$ cat src/rtl/uart_pkg.sv
// Shared definitions for the UART receive front end.
//   rx_state_t     : receiver FSM state encoding
//   PRESCALE_*     : legal oversampling ratios
//   PAR_EVEN/ODD   : parity-type select values
//   majority3      : 2-of-3 vote used on the mid-bit samples
package uart_pkg;

    typedef enum logic [2:0] {
        ST_IDLE,
        ST_START,
        ST_DATA,
        ST_PARITY,
        ST_STOP
    } rx_state_t;

    localparam int PRESCALE_8  = 8;
    localparam int PRESCALE_16 = 16;
    localparam int PRESCALE_32 = 32;

    localparam logic PAR_EVEN = 1'b0;
    localparam logic PAR_ODD  = 1'b1;

    function automatic logic majority3(input logic [2:0] s);
        return (s[0] & s[1]) | (s[0] & s[2]) | (s[1] & s[2]);
    endfunction

endpackage

$ cat src/rtl/uart_rx_sampler.sv
// Per-bit timing and sampling for the UART receiver.
// Ports:
//   clk, rst_n   : oversampling clock, async active-low reset
//   start        : start-detection cycle; latches the prescale for the frame
//   run          : a frame is in progress (edge counter advances)
//   rx           : serial line, already synchronous to clk
//   prescale     : raw oversampling ratio; anything but 8/16/32 means 8
//   bit_val      : majority of the three mid-bit samples
//   sample_done  : bit_val has just become valid for the current bit
//   bit_done     : last oversampling cycle of the current bit
module uart_rx_sampler
    import uart_pkg::*;
#(
    parameter int PRESCALE_WIDTH = 6
) (
    input  logic                      clk,
    input  logic                      rst_n,
    input  logic                      start,
    input  logic                      run,
    input  logic                      rx,
    input  logic [PRESCALE_WIDTH-1:0] prescale,
    output logic                      bit_val,
    output logic                      sample_done,
    output logic                      bit_done
);

    localparam logic [PRESCALE_WIDTH-1:0] P8  = PRESCALE_WIDTH'(PRESCALE_8);
    localparam logic [PRESCALE_WIDTH-1:0] P16 = PRESCALE_WIDTH'(PRESCALE_16);
    localparam logic [PRESCALE_WIDTH-1:0] P32 = PRESCALE_WIDTH'(PRESCALE_32);
    localparam logic [PRESCALE_WIDTH-1:0] ONE = PRESCALE_WIDTH'(1);
    localparam logic [PRESCALE_WIDTH-1:0] TWO = PRESCALE_WIDTH'(2);

    logic [PRESCALE_WIDTH-1:0] prescale_q;
    logic [PRESCALE_WIDTH-1:0] prescale_eff;
    logic [PRESCALE_WIDTH-1:0] half;
    logic [PRESCALE_WIDTH-1:0] edge_cnt;
    logic [2:0]                samples;

    // In the detection cycle the latched value is not yet updated, so the
    // live (normalised) input is used for that single cycle.
    always_comb begin
        prescale_eff = prescale_q;
        if (start) begin
            prescale_eff = (prescale == P16 || prescale == P32) ? prescale : P8;
        end
        half = prescale_eff >> 1;
    end

    assign bit_done    = run && (edge_cnt == prescale_eff - ONE);
    assign sample_done = run && (edge_cnt == half + TWO);
    assign bit_val     = majority3(samples);

    always_ff @(posedge clk or negedge rst_n) begin
        if (!rst_n) begin
            prescale_q <= P8;
        end else if (start) begin
            prescale_q <= prescale_eff;
        end
    end

    always_ff @(posedge clk or negedge rst_n) begin
        if (!rst_n) begin
            edge_cnt <= '0;
        end else if (!run || bit_done) begin
            edge_cnt <= '0;
        end else begin
            edge_cnt <= edge_cnt + ONE;
        end
    end

    always_ff @(posedge clk or negedge rst_n) begin
        if (!rst_n) begin
            samples <= 3'b111;
        end else if (run) begin
            if (edge_cnt == half - ONE) samples[0] <= rx;
            if (edge_cnt == half)       samples[1] <= rx;
            if (edge_cnt == half + ONE) samples[2] <= rx;
        end
    end

endmodule

$ cat src/rtl/uart_rx_frontend.sv
// Oversampling UART receiver: deserialises RX_IN into bytes, checks optional
// parity and the stop bit, and reports one pulse per completed frame.
// Ports:
//   CLK, RST       : oversampling clock, async active-low reset
//   RX_IN          : serial line, idle high
//   Prescale       : oversampling ratio (8/16/32, others treated as 8)
//   PAR_EN/PAR_TYP : parity present / odd parity
//   P_DATA         : last correctly received byte
//   data_valid     : one-cycle pulse, P_DATA updated
//   parity_error   : one-cycle pulse, parity mismatch
//   framing_error  : one-cycle pulse, stop bit sampled 0
//
// state     | meaning
// ----------+---------------------------------------------------------
// ST_IDLE   | line idle; RX_IN=0 here is edge 0 of the start bit
// ST_START  | start bit; voted 1 is a glitch, back to idle at bit end
// ST_DATA   | payload bits shifted in LSB first
// ST_PARITY | parity bit compared against the payload
// ST_STOP   | stop bit; frame result registered at bit end
module uart_rx_frontend
    import uart_pkg::*;
#(
    parameter int DATA_WIDTH     = 8,
    parameter int PRESCALE_WIDTH = 6
) (
    input  logic                      CLK,
    input  logic                      RST,
    input  logic                      RX_IN,
    input  logic [PRESCALE_WIDTH-1:0] Prescale,
    input  logic                      PAR_EN,
    input  logic                      PAR_TYP,
    output logic [DATA_WIDTH-1:0]     P_DATA,
    output logic                      data_valid,
    output logic                      parity_error,
    output logic                      framing_error
);

    localparam int CNT_W = $clog2(DATA_WIDTH + 1);
    localparam logic [CNT_W-1:0] LAST_BIT = CNT_W'(DATA_WIDTH);
    localparam logic [CNT_W-1:0] CNT_ONE  = CNT_W'(1);

    rx_state_t state, state_next;

    logic                  start;
    logic                  run;
    logic                  bit_val;
    logic                  sample_done;
    logic                  bit_done;
    logic [CNT_W-1:0]      bit_cnt;
    logic [DATA_WIDTH-1:0] shift_reg;
    logic                  par_en_q;
    logic                  par_typ_q;
    logic                  par_err;
    logic                  parity_exp;

    assign start = (state == ST_IDLE) && !RX_IN;
    assign run   = start || (state != ST_IDLE);

    assign parity_exp = (^shift_reg) ^ (par_typ_q == PAR_ODD);

    uart_rx_sampler #(
        .PRESCALE_WIDTH (PRESCALE_WIDTH)
    ) u_sampler (
        .clk         (CLK),
        .rst_n       (RST),
        .start       (start),
        .run         (run),
        .rx          (RX_IN),
        .prescale    (Prescale),
        .bit_val     (bit_val),
        .sample_done (sample_done),
        .bit_done    (bit_done)
    );

    always_ff @(posedge CLK or negedge RST) begin
        if (!RST) begin
            state <= ST_IDLE;
        end else begin
            state <= state_next;
        end
    end

    always_comb begin
        state_next = state;
        case (state)
            ST_IDLE: begin
                if (!RX_IN) state_next = ST_START;
            end
            ST_START: begin
                if (bit_done) state_next = bit_val ? ST_IDLE : ST_DATA;
            end
            ST_DATA: begin
                // bit_cnt is bumped at sample_done, so it already counts
                // the current bit by the time bit_done arrives.
                if (bit_done && bit_cnt == LAST_BIT) begin
                    state_next = par_en_q ? ST_PARITY : ST_STOP;
                end
            end
            ST_PARITY: begin
                if (bit_done) state_next = ST_STOP;
            end
            ST_STOP: begin
                if (bit_done) state_next = ST_IDLE;
            end
            default: state_next = ST_IDLE;
        endcase
    end

    always_ff @(posedge CLK or negedge RST) begin
        if (!RST) begin
            bit_cnt       <= '0;
            shift_reg     <= '0;
            par_en_q      <= 1'b0;
            par_typ_q     <= 1'b0;
            par_err       <= 1'b0;
            P_DATA        <= '0;
            data_valid    <= 1'b0;
            parity_error  <= 1'b0;
            framing_error <= 1'b0;
        end else begin
            data_valid    <= 1'b0;
            parity_error  <= 1'b0;
            framing_error <= 1'b0;

            if (start) begin
                par_en_q  <= PAR_EN;
                par_typ_q <= PAR_TYP;
                bit_cnt   <= '0;
                par_err   <= 1'b0;
            end

            if (state == ST_DATA && sample_done) begin
                shift_reg <= {bit_val, shift_reg[DATA_WIDTH-1:1]};
                bit_cnt   <= bit_cnt + CNT_ONE;
            end

            if (state == ST_PARITY && sample_done) begin
                par_err <= (bit_val != parity_exp);
            end

            if (state == ST_STOP && bit_done) begin
                if (!bit_val) begin
                    framing_error <= 1'b1;
                end else if (par_err) begin
                    parity_error <= 1'b1;
                end else begin
                    data_valid <= 1'b1;
                    P_DATA     <= shift_reg;
                end
            end
        end
    end

endmodule

$ cat config.mk
export PLATFORM = sky130hd
export DESIGN_NAME = uart_rx_frontend
export DESIGN_NICKNAME = d
export VERILOG_FILES = /design/src/rtl/uart_pkg.sv /design/src/rtl/uart_rx_sampler.sv /design/src/rtl/uart_rx_frontend.sv
export SDC_FILE = /design/constraint.sdc
export NUM_CORES = 1
export LEC_CHECK = 0
export CAP_MARGIN = 10
export CELL_PAD_IN_SITES_DETAIL_PLACEMENT = 0
export CELL_PAD_IN_SITES_GLOBAL_PLACEMENT = 1
export CORE_MARGIN = 1
export CORE_UTILIZATION = 49
export DETAILED_ROUTE_END_ITERATION = 10
export PLACE_DENSITY = 0.81
export SLEW_MARGIN = 30
export SYNTH_ARGS = -nofsm -noshare
export SYNTH_HDL_FRONTEND = slang
export SYNTH_SLANG_ARGS = --single-unit
$ cat constraint.sdc
create_clock -name CLK -period 5.2 [get_ports CLK]
set_input_delay 1.04 -clock CLK [delete_from_list [all_inputs] [get_ports CLK]]
set_output_delay 1.04 -clock CLK [all_outputs]
set_load 0.05 [all_outputs]
# After elaboration in Yosys (flattened, before gate mapping)
# Index checks and enable logic that the tools add are counted.
# Widths: inputs -> output; s select.
[op_classes] addsub=6 n_eq_ne=18 n_mux=23 n_bitwise=7 n_reduce_logical=22
[ops] operator="$eq 6x6->1" n=4
[ops] operator="$mux 3" n=6
[ops] operator="$mux 6" n=3
[ops] operator="$pmux 3 s5" n=1
[ops] operator="$mux 1" n=10
[ops] operator="$ne 2x2->1 const B" n=5
[ops] operator="$mux 4" n=2
[ops] operator="$reduce_xor 8->1" n=1
[ops] operator="$logic_and 1x1->1" n=7
[ops] operator="$add 5x1->6 const B" n=1
[ops] operator="$add 5x2->6 const B" n=1
[ops] operator="$add 6x1->6 const B" n=1
[ops] operator="$eq 3x2->1 const B" n=2
[ops] operator="$eq 6x5->1" n=1
[ops] operator="$eq 6x5->1 const B" n=1
[ops] operator="$eq 6x6->1 const B" n=1
[ops] operator="$reduce_and 2->1" n=3
[ops] operator="$sub 5x1->6 const B" n=1
[ops] operator="$sub 6x1->6 const B" n=1
[ops] operator="$reduce_and 5->1" n=1
[ops] operator="$add 4x1->4 const B" n=1
[ops] operator="$eq 4x4->1 const B" n=1
[ops] operator="$reduce_bool 2->1" n=2
[ops] operator="$and 1x1->1" n=3
[ops] operator="other kinds (12)" n=16
[word_totals] register_bits=44 elab_cells=91

# Longest topological paths before layout
# Gate-level depths: netlist of the first run.
[depth] word_depth=10 depth_mapped=15 ltp_nobuf=11

# Cells and area by module
# Synthesis of the first run repeated with hierarchy kept, for this count alone.
[unflattened] hier_cells=241 area_unflattened_um2=2617.5
[by_module_without_submodules] mod="uart_rx_frontend" n_inst=1 cells_per_inst=102 area_each_um2=1347.5 seq_area_each_um2=725.7
[by_module_without_submodules] mod="uart_rx_sampler" n_inst=1 cells_per_inst=139 area_each_um2=1270.0 seq_area_each_um2=380.4

# Worst setup path after synthesis of the first run
# No wires, ideal clock.
[synth_path] path_type="input port to flip-flop" start="input port RX_IN" end="register P_DATA[0]" setup_time_ns=0.128 arrival_ns=4.135 setup_slack_ns=0.937 stages=14 n_path_buf=5 cell_sequence="buf_6 -> or4_4 -> buf_6 -> clkbuf_1 -> nand2_1 -> ha_1 -> clkbuf_1 -> a21bo_2 -> a32oi_1 -> nor4b_1 -> nor3_1 -> or3_1 -> buf_2 -> mux2_1"
[synth_between] elab_chain_len=8 word_cells_on_any_way=9
[synth_rtl] item="from (decl)" line_no="uart_rx_frontend.sv:28" text="input logic RX_IN,"
[synth_rtl] item="$logic_not 1->1 (*)"
[synth_rtl] item="$logic_and 1x1->1 (*)" line_no="uart_rx_frontend.sv:56" text="assign start = (state == ST_IDLE) && !RX_IN;"
[synth_rtl] item="$mux 6" line_no="uart_rx_sampler.sv:43" text="if (start) begin"
[synth_rtl] item="$sub 6x1->6" line_no="uart_rx_sampler.sv:49" text="assign bit_done = run && (edge_cnt == prescale_eff - ONE);"
[synth_rtl] item="$eq 6x6->1" line_no="uart_rx_sampler.sv:49"
[synth_rtl] item="$logic_and 1x1->1 (*)" line_no="uart_rx_sampler.sv:49"
[synth_rtl] item="$logic_and 1x1->1 (*)" line_no="uart_rx_frontend.sv:141" text="if (state == ST_STOP && bit_done) begin"
[synth_rtl] item="$reduce_and 3->1 (no source line) (*)"
[synth_rtl] item="to (signal assigned)" line_no="uart_rx_frontend.sv:148" text="P_DATA <= shift_reg;"
[synth_rtl] item="to (decl)" line_no="uart_rx_frontend.sv:32" text="output logic [DATA_WIDTH-1:0] P_DATA,"
# Every way passes the cells marked *; elsewhere a longest branch is shown, timed or not.
# A chain may end at the register's enable or synchronous reset.

# Worst setup path in the final report of the first run
[layout_path] start="input port RX_IN" end="register P_DATA[5]"
# Same word-level chain as after synthesis.

==> results of run 1 <==
## worst max-delay path, delay by kind of cell
kind,cells,cell delay [ns]
muxes,1,0.38
and+or+nand+nor,5,1.80
AOI/OAI and AO/OA,2,0.50
adders and majority gates,1,0.35
buffers and inverters,1,0.42
## stage by stage
stage | hold slack (ns) | utilization [%] | std cells | power [W]
after CTS | 0.500 | 57.6 | 375 | 0.00126
after floorplan | 0.467 | - | 286 | 0.000846
after detailed placement | 0.480 | 55.4 | 367 | 0.000970
final | 0.494 | 57.6 | 375 | 0.00125
after global placement | 0.475 | 55.4 | 367 | 0.000967
after global routing | 0.506 | 57.6 | 375 | 0.00133
## synth_stat cells (3+ instances only)
| cell | instances | area [um2] |
|---|---|---|
| nor4_1 | 4 | 25.0 |
| mux2_2 | 8 | 90.1 |
| o31ai_1 | 3 | 22.5 |
| o211ai_1 | 3 | 22.5 |
| nor3_1 | 10 | 50.1 |
| or3_1 | 5 | 31.3 |
| xnor2_1 | 22 | 193 |
| dfstp_2 | 4 | 105 |
| mux2_1 | 10 | 113 |
| nor2_1 | 19 | 71.3 |
| mux2i_1 | 3 | 30.0 |
| dfrtp_1 | 40 | 1000 |
| o21ai_0 | 13 | 65.1 |
| nand3_1 | 10 | 50.1 |
| clkbuf_1 | 10 | 37.5 |
| ha_1 | 7 | 87.6 |
| inv_1 | 14 | 52.6 |
| a211oi_1 | 3 | 22.5 |
| nand2b_1 | 6 | 37.5 |
| and3_1 | 4 | 25.0 |
| nand2_1 | 20 | 75.1 |
| a21oi_1 | 7 | 35.0 |
| xor2_1 | 8 | 70.1 |
| buf_6 | 4 | 45.0 |
| nand3b_1 | 3 | 22.5 |
## metal layers
metal,GRT usage (%),share of wire (%)
met3,4.71,6.1
met2,36.5,46
met4,10.2,2.9
met1,31.2,45
met5,0,0
## where the power goes
part | total [W] | switching (W) | internal, W
clock | 0.000280 | 0.000123 | 0.000157
combinational | 0.000447 | 0.000246 | 0.000201
sequential | 0.000522 | 0.000112 | 0.000410
## kinds of logic (layout without fill, tap and decap cells)
| group | count (synthesis) | after routing | synth area share [%] |
|---|---|---|---|
| xor+xnor | 30 | 30 | 9.35 |
| flops | 44 | 44 | 39.4 |
| mux | 23 | 23 | 9.35 |
| buf+inv | 33 | 50 | 5.74 |
| fa+ha+maj | 7 | 7 | 3.12 |
| simple gates | 96 | 96 | 18.6 |
| compound gates | 53 | 53 | 14.5 |
## area by class of cell
cell class | instances | area (um2)
clock buffers | 6 | 82.6
clock inverters | 2 | 38.8
fillers | 476 | 2330
inverters | 15 | 61.3
multi-input cells | 209 | 1540
flip-flops and latches | 44 | 1110
well taps | 72 | 90.1
repair buffers | 27 | 253
## worst paths after layout
path / startpoint / end / depth (start not counted)
worst min register to register: P_DATA[2] / P_DATA[2] / 1
max in group asynchronous: RST / u_sampler.edge_cnt[0] / 1
min in group asynchronous: RST / u_sampler.prescale_q[5] / 1
worst max register to register: state[2] / P_DATA[5] / 9
worst max-delay path: RX_IN / P_DATA[5] / 10
worst min-delay path: P_DATA[2] / P_DATA[2] / 1
==> summary.md, run 1 <==
| Metric | Value |
|---|---|
| Initial detailed-routing violation count | slightly above 200 |
| Worst Hold Class | reg2reg |
| Syn avg cell area | 9.83 um2 |
| GRT overflow | 0 |
| CTS Buffer Depth | 2 |
| Overall Global Routing Usage | between 20% and 30% |
| Final setup viols | 0 |
| Row Count | 27 |
| Drt wl/cell | 17.2 um |
| Final net count | 320 |
| Setup crit end kind | flop |
| Post-synthesis sequential area ratio | 39.4% |
| Crit Path Class | in2reg |
| Vias per cell | 5.91 |
| H-tree Lvls | 2 |
| Ys Warns | 0 |
| DRT Pass-1 Iters | 5 |
| Slowest cell on the critical path | or4_4 |
| Most frequent cells in the layout | dfrtp_1, xnor2_1, nand2_1, clkdlybuf4s50_1, nor2_1 |
| Cells along the critical path | clkdlybuf4s50_1 -> or4_4 -> nand2_1 -> ha_1 -> a21bo_2 -> a32oi_1 -> nor4b_1 -> nor3_1 -> or3_1 -> mux2_1 |
| Clock root buffer | clkbuf_8 |
| Maximum number of pins on one net before global-route repair | 45 |
| Max_cap viols | 0 |
| Worst-case headroom to the max-slew limit | ~48% |
| Port Buf Inserts | 21 |
| Initial antenna violation count | 0 |
| Ratio of cells with drive above 1 in the final layout | 13.2% |
| Initial Util | 51.0% |
| DRC Markers | 0 |
| Mapped Nets | 304 |
| Leak | approximately 1.4 nW |
| Fin crit share | 83.1% |
| RSZ-0062 raised after global routing | no |
| First-pass GRT wire length | 10800 um |
| Mapped Cells | around 290 |
| Vias in the first global route | 2170 |
| Num CTS Buffers | 5 |
| Minimum clock period | 4.32 ns |
| Setup Buffers After CTS | 0 |
| Final WS setup | around 0.88 ns |
| Setup Slack @ Placement | 0.573 ns |
| CP max FO | 17 |
| Crit path required time | 5.38 ns |
| Area Growth Syn to Fin | 13.0% |
| Skew final | 0.00883 ns |
| Clock latency on the worst-skew pair | roughly 0.30 ns |
| Final ANT Viol Nets | 0 |
| Worst-Margin Slew | 0.780 ns |
| Routability cong. | 0.890 |
| Clk slew on worst S/H paths | 0.08 ns |
| Synthesis-stage register bit count | 44 |
| Post-Route Setup TNS | 0 ns |
| Die area | 0.00604 mm2 |
| Reg2Reg Setup Slack | 1.50 ns |
| Final hold vios | 0 |
| WL final | around 6500 um |
| Ys async rst share | 100% |
| Worst vdd rail ir drop | ~0.00019 V |
| Startpoint types | input pin |
| Power Density | between 300 and 400 mW/mm2 |
| Post-cts sizing count | 0 |
| # clock sinks | 44 |
| N_diodes | 0 |
| WP data arrival | 4.51 ns |
| Fin. max-slew vios | 0 |
| DP Wirelength | 4560 um |
| Post-Syn Area | 0.00281 mm2 |
| EDFF count, synth | 0 |
| CP peak stage delay | 0.65 ns |
| Die height | 77.7 um |
| Core ar. | 0.00551 mm2 |
| Commonest non-fill, non-tap cell in the layout | dfrtp_1 |
| F_max | 0.231 GHz |
| Outcome | finished clean |
| Via count | 2218 |
| Die Width | 77.7 um |
| Top Ports | 22 |
| Unique masters post-synth | 60 |
| Hold buffer count at CTS | 0 |
| Ys flop type | dfrtp_1 |
| Placed inst area | 0.00305 mm2 |
| Final instance area | 0.00317 mm2 |
| CTS tree | yes |
Note: power is estimated with default switching activity, not from simulation.
==> inputs of run 2 (changes only) <==
Settings changed: CORE_UTILIZATION 49 to 41, PLACE_DENSITY 0.81 to 0.71.
Clock period 5.2 ns to 3.53 ns, I/O delays scaled along.
==> run 2 against run 1 <==
Against the previous run:
- the flow now finishes with violations (design-rule violations)
- count of clock-buffer cells in the layout unchanged
- sequential share of layout area decreased by 3.7 points
- wire length increased by 9.9%
- combinational power increased by 82%
- utilization decreased by 3.0 points
- final cell count increased by 12%
- die area increased by 19%
- clock skew increased by 0.0010 ns
- global-route usage decreased by 1.5 points
- clock power increased by 38%
- sequential power increased by 46%
==> summary.md, run 2 (same netlist as run 1, synthesis figures left out) <==
| Metric | Value |
|---|---|
| Fin crit share | between 90 and 100% |
| Fin. max-slew vios | 0 |
| Drt wl/cell | ~17 um |
| Minimum clock period | 3.45 ns |
| Vias per cell | around 5.6 |
| GRT overflow | 0 |
| Die area | 0.00719 mm2 |
| Crit path required time | 3.71 ns |
| Skew final | ~0.01 ns |
| Core ar. | 0.00649 mm2 |
| Worst vdd rail ir drop | between 0.00015 and 0.0002 V |
| Outcome | complete, but fails checks |
| Maximum number of pins on one net before global-route repair | 45 |
| Max_cap viols | 0 |
| CP max FO | 8 |
| Fill count | 602 |
| Row Count | 29 |
| Num CTS Buffers | 5 |
| Multi-input gate area | 0.00162 mm2 |
| WL final | 7100 um |
| Reg2Reg Setup Slack | 0.38 ns |
| Final instance area | 0.00355 mm2 |
| Final setup viols | 0 |
| DRC Markers | 1 |
| Post-Route Setup TNS | 0 ns |
| CTS tree | yes |
| Worst-Margin Slew | 0.569 ns |
| Final hold vios | 0 |
| DP Wirelength | 5290 um |
| Top Ports | 22 |
| Crit Path Class | in2reg |
| Via count | 2359 |
| Leak | 1.57 nW |
| Setup Slack @ Placement | -0.257 ns |
| WP data arrival | around 3.6 ns |
| Commonest non-fill, non-tap cell in the layout | buf_4 |
| Final WS setup | 0.0781 ns |
| Startpoint types | input pin |
| Placed inst area | 0.00338 mm2 |
| Most frequent cells in the layout | buf_4, dfrtp_1, xnor2_1 |
| Crit path max-delay family | simple AND/OR/NAND/NOR gates |
| Layout Utilization | 54.6% |
| R2r endpoint | P_DATA[2] |
| Die Width | 84.8 um |
| Slowest cell on the critical path | or4_4 |
| # clock sinks | 44 |
| Worst R2R Path Depth | 9 |
| DRT Pass-1 Iters | 7 |
| CP peak stage delay | approximately 0.52 ns |
| Failing checks | design-rule violations |
| Worst-case headroom to the max-slew limit | 62.1% |
| Hold buffer count at CTS | 0 |
| Routability cong. | about 0.87 |
| Ratio of cells with drive above 1 in the final layout | 25.1% |
| Final net count | ~360 |
| Setup crit end kind | flop |
| Clk slew on worst S/H paths | 0.09 ns |
| CP bufs+invs | 3 |
| Tot Pwr | 0.00196 W |
| Vias in the first global route | 2417 |
| F_max | 0.290 GHz |
| CTS Buffer Depth | 2 |
| Overall Global Routing Usage | 21.9% |
| Cells along the critical path | clkdlybuf4s50_1 -> or4_4 -> o31a_1 -> buf_4 -> xnor2_1 -> a211oi_2 -> o31ai_2 -> or3_1 -> buf_4 -> mux2_1 |
| Clock root buffer | clkbuf_8 |
| Port Buf Inserts | 21 |
| Most common cell on crit path | buf_4 |
| Power Density | approximately 550 mW/mm2 |
| Clock latency on the worst-skew pair | 0.29 ns |
| Initial detailed-routing violation count | 181 |
| N_diodes | 0 |
| Worst Hold Class | in2async |
| First-pass GRT wire length | approximately 12000 um |
| Initial Util | 43.3% |
| Die height | 84.8 um |
| Final ANT Viol Nets | 0 |
| Worst r2r src | state[2] |
| Reg area | 0.00111 mm2 |
| Initial antenna violation count | 0 |
| H-tree Lvls | 2 |
| Area Growth Syn to Fin | 26.3% |
run 2: changes by cell type in the layout (fill, tap and decap cells not counted), sizes merged:
cell  change
buf      +39
run 2: stage by stage:
step,hold slack (ns),instances
4_1_cts,0.426,416
2_1_floorplan,0.410,286
6_report,0.394,419
5_1_grt,0.439,419
3_3_place_gp,0.474,408
3_5_place_dp,0.480,408
run 2: report_power, final:
part | switching, W | internal (W) | leakage (nW)
sequential | 0.000159 | 0.000604 | 0.586
combinational | 0.000407 | 0.000405 | 0.928
clock | 0.000175 | 0.000210 | 0.0552
total | 0.000741 | 0.00122 | 1.57
run 2: area by class of cell:
cell class | count | share of cell area, %
repair buffers | 66 | 15.8
clock buffers | 6 | 2.05
inverters | 15 | 1.73
well taps | 77 | 2.72
clock inverters | 2 | 0.987
multi-input cells | 209 | 45.5
flip-flops and latches | 44 | 31.2
run 2: repair_timing:
item | 4_1_cts | 5_1_grt
buffers inserted | 0 | 3
gates resized for setup | 0 | 6
endpoints found under the hold margin | 0 | 0
endpoints found under the setup margin | 0 | 15
run 2: worst reg2reg max path, delay by kind of cell (launching register included):
kind / cells / cell delay [ns]
compound gates: 3 / 0.75
xor+xnor: 1 / 0.15
buf+inv: 2 / 0.34
flops: 1 / 0.49
mux: 1 / 0.32
simple gates: 2 / 1.00
run 2: worst max-delay path by stage:
stage / to / startpoint / cells after the start / slack, ns
6_report: P_DATA[2] / RX_IN / 10 / 0.08
5_1_grt: P_DATA[2] / RX_IN / 10 / -0.04
4_1_cts: u_sampler.samples[2] / RX_IN / 12 / 0.05
3_5_place_dp: u_sampler.samples[2] / RX_IN / 12 / -0.26
3_3_place_gp: u_sampler.samples[2] / RX_IN / 12 / -0.19
2_1_floorplan: P_DATA[0] / RX_IN / 14 / 0.04
run 2: per-layer routing:
metal / vias to the layer above / part of all wire (%) / wire length [um] / track usage, %
li1: 1133 / - / - / -
met1: 1160 / 49 / 3480 / 32.5
met2: 61 / 45 / 3190 / 33.2
met3: 5 / 5.4 / 387 / 3.05
met4: 0 / 0.58 / 41 / 6.16
met5: - / 0 / 0 / 0
